`config.mk`:
```
export PLATFORM = sky130hd
export DESIGN_NAME = de0_training_unit
export DESIGN_NICKNAME = d
export VERILOG_FILES = /design/src/rtl/de0_training_unit.sv
export SDC_FILE = /design/constraint.sdc
export NUM_CORES = 1
export LEC_CHECK = 0
export ABC_AREA = 1
export CELL_PAD_IN_SITES_DETAIL_PLACEMENT = 1
export CELL_PAD_IN_SITES_GLOBAL_PLACEMENT = 2
export CORE_MARGIN = 2
export CORE_UTILIZATION = 30
export DETAILED_ROUTE_END_ITERATION = 12
export DONT_BUFFER_PORTS = 1
export GPL_ROUTABILITY_DRIVEN = 0
export MAX_ROUTING_LAYER = met4
export PLACE_DENSITY = 0.7
export SYNTH_ARGS = -nofsm -noshare
export SYNTH_HDL_FRONTEND = slang
export SYNTH_SLANG_ARGS = --single-unit
```
`constraint.sdc`:
```
create_clock -name clk -period 2.5 [get_ports clk]
set_clock_uncertainty 0.1 [all_clocks]
set_input_delay 0.125 -clock clk [delete_from_list [all_inputs] [get_ports clk]]
set_output_delay 0.125 -clock clk [all_outputs]
set_load 0.05 [all_outputs]
```
`src/rtl/de0_training_unit.sv`:
```
// rtl/de0_training_unit.sv - DE0 training datapath: opcode-selected A/B combine into registered dout, plus blink divider
// Optional build macro DE0_TRAINING_SAT_EN: sel=2/3 saturate at 4'hF instead of wrapping modulo 16.
module de0_training_unit #(
    parameter int D_SIZE = 2
) (
    input  logic       clk,
    input  logic       n_rst,
    input  logic [3:0] din_0,
    input  logic [3:0] din_1,
    input  logic [1:0] sel,
    output logic [3:0] dout,
    output logic       blink
);

    logic [3:0]        dout_q, dout_d;
    logic              blink_q, blink_d;
    logic [D_SIZE-1:0] cnt_q, cnt_d;

    logic [4:0] sum;
    logic [7:0] prod;
    logic [3:0] add_res;
    logic [3:0] mul_res;

    // Full-width intermediates so the saturating build can see overflow.
    always_comb begin
        sum  = {1'b0, din_0} + {1'b0, din_1};
        prod = {4'b0000, din_0} * {4'b0000, din_1};
`ifdef DE0_TRAINING_SAT_EN
        add_res = (sum > 5'd15) ? 4'hF : sum[3:0];
        mul_res = (prod > 8'd15) ? 4'hF : prod[3:0];
`else
        add_res = sum[3:0];
        mul_res = prod[3:0];
`endif
    end

    always_comb begin
        dout_d = dout_q;
        case (sel)
            2'd0:    dout_d = din_0;
            2'd1:    dout_d = din_1;
            2'd2:    dout_d = add_res;
            default: dout_d = mul_res;
        endcase
    end

    // Blink toggles on the same edge the divider wraps back to zero.
    always_comb begin
        cnt_d   = cnt_q + {{(D_SIZE-1){1'b0}}, 1'b1};
        blink_d = blink_q;
        if (cnt_q == {D_SIZE{1'b1}}) begin
            cnt_d   = '0;
            blink_d = ~blink_q;
        end
    end

    always_ff @(posedge clk) begin
        if (n_rst) begin
            dout_q  <= 4'h0;
            blink_q <= 1'b0;
            cnt_q   <= '0;
        end else begin
            dout_q  <= dout_d;
            blink_q <= blink_d;
            cnt_q   <= cnt_d;
        end
    end

    assign dout  = dout_q;
    assign blink = blink_q;

endmodule

```
==> flow_results.xml, run 1 <==
<?xml version="1.0" encoding="UTF-8"?>
<metrics>
  <group name="clock_tree">
    <metric name="max-clock-path-buffers" unit="">2</metric>
    <metric name="cts_tree" unit="">built</metric>
    <metric name="cts_made_buffers" unit="">3</metric>
    <metric name="count_of_clock_tree_sinks" unit="">7</metric>
    <metric name="clk_pin_slew" unit="ps">50</metric>
    <metric name="clk-insertion-delay-late" unit="ps">250</metric>
    <metric name="ctsResizeCount" unit="">0</metric>
    <metric name="clockRootBuffer" unit="">clkbuf_4</metric>
    <metric name="h_tree_levels" unit="">1</metric>
    <metric name="cts_setup_buffers" unit="">0</metric>
  </group>
  <group name="setup_path">
    <metric name="timing.critical_path.required" unit="ps">2530</metric>
    <metric name="r2r_worst_path_depth" unit="">2</metric>
    <metric name="crit-reg2reg-capture" unit="">blink</metric>
    <metric name="r2r-start" unit="">blink</metric>
    <metric name="critPathLaunchType" unit="">input port</metric>
    <metric name="rrSetupSlack" unit="ps">1410</metric>
    <metric name="worst-endpoint-arrival" unit="ps">1960</metric>
    <metric name="critical_path.endpoint_type" unit="">flop</metric>
    <metric name="setup.worst_path.class" unit="">input port to flop</metric>
    <metric name="crit_fanout" unit="">6</metric>
  </group>
  <group name="routing">
    <metric name="route.detailed.drc" unit="">0</metric>
    <metric name="avgRoutedWirePerCell" unit="µm">11.8</metric>
    <metric name="drt_first_iter_violations" unit="">9</metric>
    <metric name="antenna_violating_nets_left" unit="">0</metric>
    <metric name="firstDrtPassIters" unit="">4</metric>
    <metric name="routed_wl" unit="mm">1.66</metric>
    <metric name="vias_after_detailed_routing" unit="">670</metric>
    <metric name="viasPerCell" unit="">4.75</metric>
  </group>
  <group name="floorplan">
    <metric name="die_y" unit="µm">50.4</metric>
    <metric name="die_area" unit="µm²">2540</metric>
    <metric name="i_o_pin_total" unit="">17</metric>
    <metric name="dieWidth" unit="µm">50.4</metric>
    <metric name="core_area" unit="µm²">2000</metric>
    <metric name="start_util" unit="%">32.3</metric>
    <metric name="rows" unit="">16</metric>
  </group>
  <group name="layout">
    <metric name="nFillCells" unit="">277</metric>
    <metric name="flow.area_growth_from_synthesis" unit="%">18.6</metric>
    <metric name="layout_common_cells" unit="">nand2_1 (33), inv_1 (21), nand3_1 (15), ha_1 (8), dfxtp_1 (7)</metric>
    <metric name="drive_above_1_share" unit="%">2.63</metric>
    <metric name="leading_cell_type_in_the_layout_fill_and_taps_excluded" unit="">nand2_1</metric>
    <metric name="num-nets-final" unit="">136</metric>
    <metric name="diodes" unit="">0</metric>
  </group>
  <group name="place">
    <metric name="dp_hpwl" unit="mm">1.39</metric>
    <metric name="count_of_input_and_output_buffers" unit="">0</metric>
  </group>
  <group name="timing">
    <metric name="worst_hold_slack_after_final_layout" unit="ps">21.2</metric>
    <metric name="worst-slew-pin-transition" unit="ps">523</metric>
    <metric name="fmaxAchievable" unit="MHz">518</metric>
    <metric name="tns" unit="ps">0</metric>
    <metric name="timing.final.crit_period" unit="ps">1930</metric>
    <metric name="post_route_fraction_of_the_period_consumed_by_the_critical_path" unit="%">77.2</metric>
    <metric name="rsz_0062_raised_after_global_routing" unit="">no</metric>
    <metric name="slew_viol_final" unit="">0</metric>
    <metric name="finalHoldViolCount" unit="">0</metric>
    <metric name="relSlewSlack" unit="%">65.1</metric>
    <metric name="setup_viol" unit="">0</metric>
  </group>
  <group name="synthesis">
    <metric name="seq_area_frac_synth" unit="%">21.7</metric>
    <metric name="yosysTopAreaCell" unit="">dfxtp_1</metric>
    <metric name="synth.ff_latch_count" unit="">7</metric>
    <metric name="post_synth_main_area_contributors" unit="">dfxtp_1 (22%), nand2_1 (19%), ha_1 (15%)</metric>
    <metric name="post_synthesis_instance_total" unit="">104</metric>
    <metric name="postSynthAreaPerCell" unit="µm²">6.22</metric>
    <metric name="synth_nets" unit="">125</metric>
    <metric name="mappedNetlistArea" unit="µm²">647</metric>
    <metric name="synth_top_area_share" unit="%">21.7</metric>
    <metric name="yosysWarningCount" unit="">0</metric>
    <metric name="synth_cell_types" unit="">15</metric>
  </group>
  <group name="worst_hold_path">
    <metric name="min_from" unit="">sel[1]</metric>
    <metric name="hold-path-cell-count" unit="">2</metric>
    <metric name="timing.hold.worst.class" unit="">input port to flop</metric>
    <metric name="hold-path-endpoint" unit="">dout[1]</metric>
  </group>
  <group name="global_routing">
    <metric name="initial_antenna_violation_count" unit="">0</metric>
    <metric name="via_count_of_the_first_global_routing_pass" unit="">654</metric>
    <metric name="maximum_number_of_pins_on_one_net_before_global_route_repair" unit="">9</metric>
    <metric name="grt-ovfl-total" unit="">0</metric>
    <metric name="first_pass_grt_wire_length" unit="mm">2.82</metric>
    <metric name="grt.total_usage" unit="%">14.9</metric>
  </group>
  <group name="power">
    <metric name="power_per_cell_area" unit="nW/µm²">449</metric>
    <metric name="share_of_total_power_consumed_by_net_switching" unit="%">34.1</metric>
    <metric name="p_comb_share" unit="%">25.7</metric>
    <metric name="irDropWorstVdd" unit="µV">184</metric>
    <metric name="cellInternalPower" unit="mW">0.227</metric>
    <metric name="clkPwrFrac" unit="%">29.6</metric>
    <metric name="switchingPower" unit="mW">0.117</metric>
    <metric name="power_frac_seq" unit="%">44.8</metric>
    <metric name="leakage" unit="nW">0.428</metric>
  </group>
  <group name="flow_run">
    <metric name="cap_violations" unit="">0</metric>
  </group>
  <group name="status">
    <metric name="run_status" unit="">complete, no violations</metric>
  </group>
</metrics>
synth_stat cells, drive strengths merged:
cell type and instances:
nand2 33, dfxtp 7, fa 1, nor2 2, o211ai 1, o31ai 1, inv 21, o21ai 4
a31oi 1, ha 8, nor3b 1, nand3 15, a21oi 6, xnor2 2, nor3 1
through the flow:
step	util [%]	total power, mW	std cells	cell area [µm²]	setup WS, ps
final	38.3	0.344	141	767	570
after global routing	38.3	0.376	141	767	539
after CTS	38.3	0.352	141	767	563
after detailed placement	34.0	0.236	131	681	578
after global placement	34.0	0.233	131	681	634
after floorplan	-	0.218	104	647	711
critical path: stages:
cell           delay [ps]
ha_1                  200
ha_1                  280
ha_1                  300
ha_1                  300
o21ai_0               160
a31oi_1                50
dlygate4sd3_1         540
worst max-delay path by stage:
stage          startpoint  endpoint  slack [ps]
2_1_floorplan    din_0[1]   dout[3]         710
3_3_place_gp     din_0[1]   dout[3]         630
3_5_place_dp     din_0[1]   dout[3]         580
4_1_cts          din_0[1]   dout[2]         560
5_1_grt          din_0[1]   dout[2]         540
6_report         din_0[1]   dout[2]         570
sequential cells by signal (all words and copies together), names as in the netlist:
| register | flops |
|---|---|
| blink | 1 |
| cnt_q | 2 |
| dout | 4 |
area by class of cell:
class | instances | area (µm²) | share of cell area [%]
clock buffer | 4 | 26.3 | 3.43
inverter | 21 | 78.8 | 10.3
multi-input combinational | 76 | 428 | 55.8
sequential | 7 | 140 | 18.3
tap | 27 | 33.8 | 4.40
timing repair buffer | 6 | 60.1 | 7.83
metal layers:
metal | up-vias | wire length [µm] | track usage [%]
li1 | 354 | - | -
met1 | 306 | 754 | 18.9
met2 | 10 | 857 | 24.3
met3 | 0 | 49 | 1.79
met4 | 0 | 0 | 5.41
met5 | - | 0 | -
cell families (layout without fill, tap and decap cells):
kind of cell | after synthesis | in the layout | share of synthesized area (%)
fa+ha+maj | 9 | 9 | 18.6
compound gates | 13 | 13 | 11.0
flops | 7 | 7 | 21.7
buf+inv | 21 | 31 | 12.2
xor+xnor | 2 | 2 | 2.71
simple gates | 52 | 52 | 33.8
power by group through the flow:
stage / clock network [mW] / logic, mW / registers [mW]
detailed placement: 0 / 0.0795 / 0.157
finish: 0.102 / 0.0883 / 0.154
global placement: 0 / 0.0772 / 0.156
global route: 0.117 / 0.104 / 0.155
CTS: 0.107 / 0.0902 / 0.154
floorplan: 0 / 0.0635 / 0.155
what timing repair did:
item	CTS	global route
setup endpoints to repair	0	0
hold buffers	6	0
hold endpoints to repair	7	0
(Power assumes the default switching activity.)
==> run 2: changes to the inputs <==
--- a/config.mk
+++ b/config.mk
@@ -5,16 +5,16 @@
 export SDC_FILE = /design/constraint.sdc
 export NUM_CORES = 1
 export LEC_CHECK = 0
-export ABC_AREA = 1
+export ABC_AREA = 0
 export CELL_PAD_IN_SITES_DETAIL_PLACEMENT = 1
 export CELL_PAD_IN_SITES_GLOBAL_PLACEMENT = 2
 export CORE_MARGIN = 2
-export CORE_UTILIZATION = 30
+export CORE_UTILIZATION = 36
 export DETAILED_ROUTE_END_ITERATION = 12
 export DONT_BUFFER_PORTS = 1
 export GPL_ROUTABILITY_DRIVEN = 0
 export MAX_ROUTING_LAYER = met4
-export PLACE_DENSITY = 0.7
+export PLACE_DENSITY = 0.71
 export SYNTH_ARGS = -nofsm -noshare
 export SYNTH_HDL_FRONTEND = slang
 export SYNTH_SLANG_ARGS = --single-unit
==> constraint.sdc (replaced) <==
create_clock -name clk -period 1.9 [get_ports clk]
set_clock_uncertainty 0.1 [all_clocks]
set_input_delay 0.095 -clock clk [delete_from_list [all_inputs] [get_ports clk]]
set_output_delay 0.095 -clock clk [all_outputs]
set_load 0.05 [all_outputs]
==> flow_results.xml, run 2 <==
<?xml version="1.0" encoding="UTF-8"?>
<metrics>
  <group name="place">
    <metric name="count_of_input_and_output_buffers" unit="">0</metric>
    <metric name="cell_count_after_placement" unit="">80</metric>
    <metric name="dp_hpwl" unit="mm">1.07</metric>
    <metric name="dp_worst_setup_slack" unit="ps">-90.9</metric>
    <metric name="detailed_place.area" unit="µm²">704</metric>
  </group>
  <group name="global_routing">
    <metric name="grt-ovfl-total" unit="">0</metric>
    <metric name="initial_antenna_violation_count" unit="">0</metric>
    <metric name="first_pass_grt_wire_length" unit="mm">2.15</metric>
    <metric name="maximum_number_of_pins_on_one_net_before_global_route_repair" unit="">10</metric>
    <metric name="grt.total_usage" unit="%">15.8</metric>
    <metric name="via_count_of_the_first_global_routing_pass" unit="">472</metric>
  </group>
  <group name="setup_path">
    <metric name="setup.worst_path.class" unit="">input port to flop</metric>
    <metric name="critPathLaunchType" unit="">input port</metric>
    <metric name="critical_path.n_buffers_inverters" unit="">0</metric>
    <metric name="rrSetupSlack" unit="ps">960</metric>
    <metric name="critPathTopFamily" unit="">adder cells</metric>
    <metric name="crit_slowest_cell" unit="">xnor3_1</metric>
    <metric name="timing.critical_path.slowest_cell_delay" unit="ps">290</metric>
    <metric name="critical_path.endpoint_type" unit="">flop</metric>
    <metric name="critical_path_s_most_frequent_cell" unit="">ha_4</metric>
    <metric name="r2r_worst_path_depth" unit="">3</metric>
    <metric name="worst-endpoint-arrival" unit="ps">1760</metric>
    <metric name="crit-reg2reg-capture" unit="">blink</metric>
    <metric name="r2r-start" unit="">cnt_q[0]</metric>
    <metric name="critical_path.cell_chain" unit="">ha_4, ha_4, ha_4, ha_4, xnor2_2, xnor3_1, nor4_2, nor3_1, o211a_1</metric>
    <metric name="crit_fanout" unit="">4</metric>
    <metric name="timing.critical_path.required" unit="ps">1940</metric>
  </group>
  <group name="synthesis">
    <metric name="synth_edf_count" unit="">0</metric>
    <metric name="postSynthAreaPerCell" unit="µm²">9.99</metric>
    <metric name="synth.ff_latch_count" unit="">7</metric>
    <metric name="yosys.cell_count.top_type" unit="">ha_1</metric>
    <metric name="synth_nets" unit="">84</metric>
    <metric name="yosysWarningCount" unit="">0</metric>
    <metric name="post_synthesis_instance_total" unit="">63</metric>
    <metric name="post_synth_main_area_contributors" unit="">dfxtp_1 (22%), ha_1 (16%), mux4_2 (11%)</metric>
    <metric name="seq_area_frac_synth" unit="%">22.3</metric>
    <metric name="synth_async_sr_flop_share" unit="%">0</metric>
    <metric name="synth_flop_cell" unit="">dfxtp_1</metric>
    <metric name="yosysTopAreaCell" unit="">dfxtp_1</metric>
    <metric name="synth_top_area_share" unit="%">22.3</metric>
    <metric name="synth_cell_types" unit="">24</metric>
    <metric name="synth.top_cells.by_count" unit="">ha_1 (8), dfxtp_1 (7), nand2_1 (6)</metric>
    <metric name="mappedNetlistArea" unit="µm²">629</metric>
  </group>
  <group name="layout">
    <metric name="flow.area_growth_from_synthesis" unit="%">19.3</metric>
    <metric name="diodes" unit="">0</metric>
    <metric name="drive_above_1_share" unit="%">21.7</metric>
    <metric name="leading_cell_type_in_the_layout_fill_and_taps_excluded" unit="">dfxtp_1</metric>
    <metric name="stdcell_area" unit="µm²">751</metric>
    <metric name="layout_common_cells" unit="">dfxtp_1 (7), nand2_1 (6)</metric>
    <metric name="number_of_non_filler_instances_in_the_completed_layout" unit="">86</metric>
    <metric name="num-nets-final" unit="">91</metric>
    <metric name="flip_flop_count_of_the_largest_register_after_layout" unit="">4</metric>
    <metric name="final_util" unit="%">44.4</metric>
  </group>
  <group name="routing">
    <metric name="vias_after_detailed_routing" unit="">478</metric>
    <metric name="viasPerCell" unit="">5.56</metric>
    <metric name="route.detailed.drc" unit="">0</metric>
    <metric name="firstDrtPassIters" unit="">4</metric>
    <metric name="drt_first_iter_violations" unit="">2</metric>
    <metric name="routed_wl" unit="mm">1.29</metric>
    <metric name="antenna_violating_nets_left" unit="">0</metric>
    <metric name="avgRoutedWirePerCell" unit="µm">15.0</metric>
  </group>
  <group name="clock_tree">
    <metric name="max-clock-path-buffers" unit="">2</metric>
    <metric name="h_tree_levels" unit="">1</metric>
    <metric name="cts_made_buffers" unit="">3</metric>
    <metric name="ctsResizeCount" unit="">0</metric>
    <metric name="cts_tree" unit="">built</metric>
    <metric name="clk-insertion-delay-late" unit="ps">250</metric>
    <metric name="clockRootBuffer" unit="">clkbuf_4</metric>
    <metric name="clk_pin_slew" unit="ps">50</metric>
    <metric name="count_of_clock_tree_sinks" unit="">7</metric>
  </group>
  <group name="power">
    <metric name="p_comb_share" unit="%">28.4</metric>
    <metric name="leakage" unit="nW">0.324</metric>
    <metric name="irDropWorstVdd" unit="µV">239</metric>
    <metric name="share_of_total_power_consumed_by_net_switching" unit="%">31.2</metric>
    <metric name="switchingPower" unit="mW">0.145</metric>
    <metric name="power_per_cell_area" unit="nW/µm²">618</metric>
    <metric name="cellInternalPower" unit="mW">0.319</metric>
    <metric name="clkPwrFrac" unit="%">28.5</metric>
    <metric name="power_frac_seq" unit="%">43.1</metric>
  </group>
  <group name="timing">
    <metric name="post_route_fraction_of_the_period_consumed_by_the_critical_path" unit="%">90.5</metric>
    <metric name="tns" unit="ps">0</metric>
    <metric name="slew_viol_final" unit="">0</metric>
    <metric name="rsz_0062_raised_after_global_routing" unit="">no</metric>
    <metric name="relSlewSlack" unit="%">67.9</metric>
    <metric name="finalHoldViolCount" unit="">0</metric>
    <metric name="fmaxAchievable" unit="MHz">581</metric>
    <metric name="setup_viol" unit="">0</metric>
    <metric name="final.setup.worst_slack" unit="ps">180</metric>
    <metric name="timing.final.crit_period" unit="ps">1720</metric>
    <metric name="worst-slew-pin-transition" unit="ps">480</metric>
  </group>
  <group name="floorplan">
    <metric name="die_area" unit="µm²">2100</metric>
    <metric name="core_area" unit="µm²">1690</metric>
    <metric name="dieWidth" unit="µm">45.8</metric>
    <metric name="die_y" unit="µm">45.8</metric>
    <metric name="i_o_pin_total" unit="">17</metric>
    <metric name="start_util" unit="%">37.3</metric>
    <metric name="rows" unit="">15</metric>
  </group>
  <group name="flow_run">
    <metric name="cap_violations" unit="">0</metric>
  </group>
  <group name="status">
    <metric name="run_status" unit="">complete, no violations</metric>
  </group>
  <group name="worst_hold_path">
    <metric name="hold-path-cell-count" unit="">2</metric>
    <metric name="timing.hold.worst.class" unit="">input port to flop</metric>
    <metric name="hold-path-endpoint" unit="">dout[1]</metric>
    <metric name="min_from" unit="">sel[1]</metric>
  </group>
</metrics>
[run 2: changes by cell type after synthesis, sizes merged, moves of 3 or more]
cell / before / now
nand2: 33 / 6
inv: 21 / 4
nand3: 15 / 1
a21oi: 6 / 2
and2: 0 / 4
mux2i: 0 / 4
mux4: 0 / 3
[run 2: how the worst max path moves through the flow]
stage,startpoint,end,slack [ps],depth (start not counted)
floorplan,din_0[1],dout[3],10,9
global placement,din_0[1],dout[3],-90,9
detailed placement,din_0[1],dout[3],-90,9
CTS,din_0[1],dout[3],180,9
global route,din_0[1],dout[3],130,9
finish,din_0[1],dout[3],180,9
[run 2: layout make-up]
type                       count  area, µm²
clock buffer                   4       26.3
fill                         188        938
inverter                       4       15.0
multi-input combinational     51        520
sequential                     7        140
tap                           17       21.3
timing repair buffer           3       27.5
[run 2: cell families (layout without fill, tap and decap cells)]
kind of cell               after synthesis  after routing  synth area share [%]
AOI/OAI and AO/OA                        6              6                  5.96
xor gates and xnor gates                 6              6                  10.5
adders and majority gates                9              9                  19.1
buffers and inverters                    5             11                  4.57
DFF                                      7              7                  22.3
muxes                                    7              7                  17.1
and+or+nand+nor                         23             23                  20.5
[run 2: worst register-to-register path: stages (launching register included)]
cell and delay (ps):
dfxtp_1 310, ha_1 230, xnor2_1 140, nor2_1 50
[run 2: layer usage]
layer / part of all wire (%) / up-vias / global-route usage, %
met1: 43 / 228 / 18.5
met4: 3.9 / 0 / 13.7
met2: 49 / 14 / 22.5
met5: 0 / - / -
li1: - / 232 / -
met3: 4.3 / 4 / 3.57
[run 2: repair_timing]
| item | CTS | global route |
|---|---|---|
| hold buffers | 2 | 0 |
| hold endpoints to repair | 7 | 0 |
| buffers inserted | 0 | 0 |
[run 2: through the flow]
step                      power [mW]  hold slack [ps]
after floorplan                0.315             66.1
after global placement         0.328             68.3
after detailed placement       0.333             70.6
after CTS                      0.476             2.18
after global routing           0.497             24.3
final                          0.464             10.4
[run 2: power by group through the flow]
| stage | combinational, mW | clock (mW) | sequential, mW |
|---|---|---|---|
| 4_1_cts | 0.136 | 0.140 | 0.200 |
| 3_3_place_gp | 0.125 | 0 | 0.203 |
| 2_1_floorplan | 0.107 | 0 | 0.208 |
| 6_report | 0.132 | 0.132 | 0.200 |
| 5_1_grt | 0.149 | 0.146 | 0.202 |
| 3_5_place_dp | 0.129 | 0 | 0.203 |
